--- config.mk ---
export PLATFORM = sky130hd
export DESIGN_NAME = seg7_scan_mux
export DESIGN_NICKNAME = d
export VERILOG_FILES = /design/src/rtl/seg7_scan_mux.sv
export SDC_FILE = /design/constraint.sdc
export NUM_CORES = 1
export LEC_CHECK = 0
export BUFFER_PORTS_ARGS = -buffer_cell sky130_fd_sc_hd__buf_2
export CAP_MARGIN = 0
export CORE_MARGIN = 2
export CORE_UTILIZATION = 51
export CTS_BUF_LIST = sky130_fd_sc_hd__clkbuf_4
export CTS_CLUSTER_SIZE = 20
export DETAILED_ROUTE_END_ITERATION = 8
export GPL_ROUTABILITY_DRIVEN = 0
export PLACE_DENSITY_LB_ADDON = 0.1
export SETUP_SLACK_MARGIN = 0.2
export SLEW_MARGIN = 20
export SYNTH_ARGS = -nofsm -noshare
export SYNTH_HDL_FRONTEND = slang
export SYNTH_SLANG_ARGS = --single-unit
--- constraint.sdc ---
create_clock -name cpu_clk -period 1.75 [get_ports cpu_clk]
set_input_delay 0.35 -clock cpu_clk [delete_from_list [all_inputs] [get_ports cpu_clk]]
set_output_delay 0.35 -clock cpu_clk [all_outputs]
set_load 0.1 [all_outputs]
--- src/rtl/seg7_scan_mux.sv ---
// Time-multiplexed 4-digit 7-segment scanner with per-slot blanking and per-frame input snapshot.
// Optional brightness PWM on the lit phase when SEG7_SCAN_DIM_EN is defined (adds port `bright`).
module seg7_scan_mux #(
  parameter int unsigned DIV   = 1000,
  parameter int unsigned BLANK = 16
) (
  input  logic       cpu_clk,
  input  logic       rst,
  input  logic [6:0] hex0,
  input  logic [6:0] hex1,
  input  logic [6:0] hex2,
  input  logic [6:0] hex3,
`ifdef SEG7_SCAN_DIM_EN
  input  logic [3:0] bright,
`endif
  output logic [6:0] seg,
  output logic [3:0] dig_en,
  output logic       frame_tick
);

  localparam logic [15:0] CNT_LAST  = 16'(DIV - 1);
  localparam logic [15:0] CNT_BLANK = 16'(BLANK);

  logic [15:0] cnt;
  logic [1:0]  idx;
  logic [6:0]  snap [4];
  logic        frame_start;
  logic        lit;
  logic [6:0]  seg_d;
  logic [3:0]  dig_en_d;

  // Frame start is the (0,0) scan position; the first edge after reset lands here too.
  assign frame_start = (idx == 2'd0) && (cnt == '0);

  always_ff @(posedge cpu_clk or posedge rst) begin
    if (rst) begin
      cnt <= '0;
      idx <= '0;
    end else if (cnt == CNT_LAST) begin
      cnt <= '0;
      idx <= idx + 2'd1;
    end else begin
      cnt <= cnt + 16'd1;
    end
  end

  always_ff @(posedge cpu_clk or posedge rst) begin
    if (rst) begin
      for (int unsigned i = 0; i < 4; i++) snap[i] <= '1;
    end else if (frame_start) begin
      snap[0] <= hex0;
      snap[1] <= hex1;
      snap[2] <= hex2;
      snap[3] <= hex3;
    end
  end

`ifdef SEG7_SCAN_DIM_EN
  logic [3:0] pwm;
  logic [3:0] bright_r;

  always_ff @(posedge cpu_clk or posedge rst) begin
    if (rst) begin
      pwm      <= '0;
      bright_r <= '1;
    end else begin
      pwm <= pwm + 4'd1;
      if (frame_start) bright_r <= bright;
    end
  end

  assign lit = (cnt >= CNT_BLANK) && (pwm <= bright_r);
`else
  assign lit = (cnt >= CNT_BLANK);
`endif

  always_comb begin
    seg_d    = '1;
    dig_en_d = '1;
    if (lit) begin
      seg_d    = snap[idx];
      dig_en_d = ~(4'b0001 << idx);
    end
  end

  always_ff @(posedge cpu_clk or posedge rst) begin
    if (rst) begin
      seg        <= '1;
      dig_en     <= '1;
      frame_tick <= 1'b0;
    end else begin
      seg        <= seg_d;
      dig_en     <= dig_en_d;
      frame_tick <= frame_start;
    end
  end

endmodule

==> key figures <==
Synth
  • Syn nets: 218
  • Register bit total from synthesis: a little under 60
  • Post-synth top area cell: dfstp_2
  • Synth Warn #: 0
  • Top-count cell post-synth: dfstp_2
  • Post-synth EDFFs: 0
  • Sequential share of the synthesized area: just under 60%
  • Primary FF master, synth: dfstp_2
  • Async SR Flop Fraction: 100%
  • Mapped Avg Cell Area: roughly 14 sq um
  • Area contributors post-synth: dfstp_2 40%, dfrtp_1 18%, mux2_2 8.3%
  • Synth top area share: between 30% and 40%
  • Post-Syn Instances: roughly 180
  • Synth top cells by count: 39 x dfstp_2, 19 x dfrtp_1, 19 x mux2_2, 9 x mux2_4, 9 x nand2_1
  • Count of different cell masters after synthesis: 29
  • Area of the mapped netlist: 0.00259 sq mm

Timing
  • Relative slew slack: 80.0%
  • Slew Limit Fails: 0
  • Setup Skew: around 0.023 ns
  • Final hold slack: 0.186 ns
  • Worst setup margin: approximately 0.074 ns
  • Fin crit share: around 96%
  • Final Hold Fails: 0
  • Min Tclk post-route: 1.68 ns
  • # setup viols final: 0
  • Worst-margin pin slew: between 0.3 and 0.4 ns
  • RSZ-0062 raised after global routing: true
  • Max frequency: just under 600 MHz

Floorplanning
  • Die width: around 75 microns
  • Core ar.: ~0.0048 sq mm
  • Rows: 25
  • Die area: ~0.0057 sq mm
  • I/O pin cnt: 42
  • Initial Util: between 50% and 60%
  • Height of the die: approximately 75 microns

GRT
  • Initial antenna violation count: 0
  • Vias in the first global route: 1696
  • Total track usage: a little under a fifth
  • First-pass GRT wire length: just under 8000 microns
  • Largest net degree at the start of global routing: a little under 60
  • Grt total ovfl: 0

Critical path
  • R2R Path Start: cnt[13]
  • Required @ worst endpoint: between 2 and 2.5 ns
  • CP Capture Type: flop
  • CP max FO: 29
  • RR Endpoint: snap[23]
  • Crit Path Class: reg -> reg
  • Critical Path AT: between 1.5 and 2 ns
  • Critical path startpoint category: flop
  • R2R Setup Slk: 0.07 ns
  • R2r worst-path depth: 5

Pwr
  • Switching power: 625 uW
  • Sw Ratio: a little under a quarter
  • Internal power: approximately 2.1 mW
  • Seq pwr share: 52.4%
  • Logic pwr share: around 7.5%
  • Clock power share: about two fifths
  • Peak supply drop: about 640 uV
  • Power Density: a little over 800 mW/mm^2
  • Pleak: approximately 1.5 nW

Route
  • Final WL: between 4000 and 5000 microns
  • Routed Antenna Nets: 0
  • First DRT Iteration DRCs: 82
  • DRT Pass-1 Iters: 4
  • Post-route DRC violation count: 0
  • Vias: about 1.6k
  • Via density: about 5.2
  • WL per Instance: 15.2 microns

Placement
  • # port buffers: 41
  • Placement Setup Slack: between 0.04 and 0.05 ns
  • HPWL Detailed: 3340 microns
  • Post-Place Cells: roughly 300

Final layout
  • Synthesis-to-finish area growth: 27.8%
  • Util after Layout: between 60% and 70%
  • Fill count: approximately 380
  • Fin cells: roughly 320
  • Diode count: 0
  • Fin nets: ~280
  • Layout cells sized above 1: about two thirds

Hold path
  • HP Start: hex3[6]
  • HP Class: in -> reg
  • WHS Endpoint: snap[6]
  • Hold Crit Depth: 2

CTS
  • Max H-tree Level: 3
  • CTS clk-pin slew, worst paths: about 0.11 ns
  • Worst-Skew Late Latency: roughly 0.4 ns
  • Max clock buf depth: 2
  • Clock root cell: clkbuf_4
  • Sink Count: 58
  • CTS tree: done
  • CTS buffer count: 9

Status
  • Run status: finished clean

Run
  • Max cap viols: 0
[cell usage in the layout (no fill, tap or decap), drive strengths merged, types with 2 or more instances in the layout]
cell,instances
o21ai,4
buf,59
clkbuf,12
a21oi,2
inv,7
nand3,6
and3,2
or2,7
nand4,4
nor3,6
nand2,9
ha,6
xnor2,7
mux4,7
dfrtp,19
nor2,7
bufinv,2
mux2,28
dfstp,39
and4,3
xor2,5
or3,3
clkinvlp,2
[power groups by stage]
stage	registers (mW)	clock network [mW]	logic (mW)
finish	1.44	1.10	0.206
global route	1.44	1.19	0.222
CTS	1.44	1.13	0.205
detailed placement	1.46	0	0.194
global placement	1.45	0	0.189
floorplan	1.51	0	0.0733
[area by class of cell]
cell class,instances,area (sq um),share of cell area (%)
Multi-Input combinational cell,110,1060,32.0
Tap cell,67,83.8,2.53
Timing Repair Buffer,61,474,14.3
Clock buffer,11,82.6,2.50
Inverter,7,30.0,0.908
Sequential cell,58,1500,45.4
Clock inverter,5,78.8,2.38
[layer usage]
layer,vias up,wire (microns),global-route usage (%)
met5,-,0,0
met4,0,51,8.19
met3,6,268,6.16
met2,44,2370,29.7
met1,831,2150,24.7
li1,764,-,-
[registers in the layout, summed over array words and instances (netlist names)]
signal,cells
snap,28
idx,2
frame_tick,1
cnt,16
dig_en,4
seg,7
[worst max-delay path, cell delays in order (launching register included)]
cell	delay [ns]
dfrtp_1	0.43
nor4_4	0.31
and4_4	0.28
nand4_4	0.08
buf_12	0.19
mux2_4	0.30
[how the worst max path moves through the flow]
stage | to | slack (ns) | from | cells past startpoint
final | snap[23] | 0.07 | cnt[13] | 5
after global routing | snap[27] | 0.01 | cnt[13] | 5
after CTS | snap[25] | 0.06 | cnt[11] | 5
after detailed placement | snap[25] | 0.04 | cnt[4] | 5
after global placement | snap[25] | 0.08 | cnt[13] | 5
after floorplan | snap[13] | -0.02 | cnt[13] | 7
[metrics by stage]
step / instance area [sq um] / TNS (ns) / power (mW)
after floorplan: 2610 / -0.185 / 1.59
after global placement: 2980 / 0 / 1.64
after detailed placement: 2980 / 0 / 1.65
after CTS: 3230 / 0 / 2.77
after global routing: 3310 / 0 / 2.86
final: 3310 / 0 / 2.74
[logic make-up (layout without fill, tap and decap cells)]
family | count (synthesis) | count (layout) | synth area share [%]
mux | 35 | 35 | 19.6
compound gates | 6 | 6 | 1.16
fa+ha+maj | 6 | 6 | 2.90
xor+xnor | 12 | 12 | 4.06
simple gates | 51 | 51 | 11.5
buf+inv | 14 | 84 | 2.80
flops | 58 | 58 | 58.0
[timing repair]
item                                    in CTS  in global routing
hold buffers                                 0                  1
gates resized for setup                     24                 13
pin swaps                                    1                  2
gates cloned                                 0                  0
buffers inserted                             2                  2
hold endpoints to repair                     0                  2
endpoints found under the setup margin      41                 45
No activity file was read; power rests on OpenSTA's default activity.
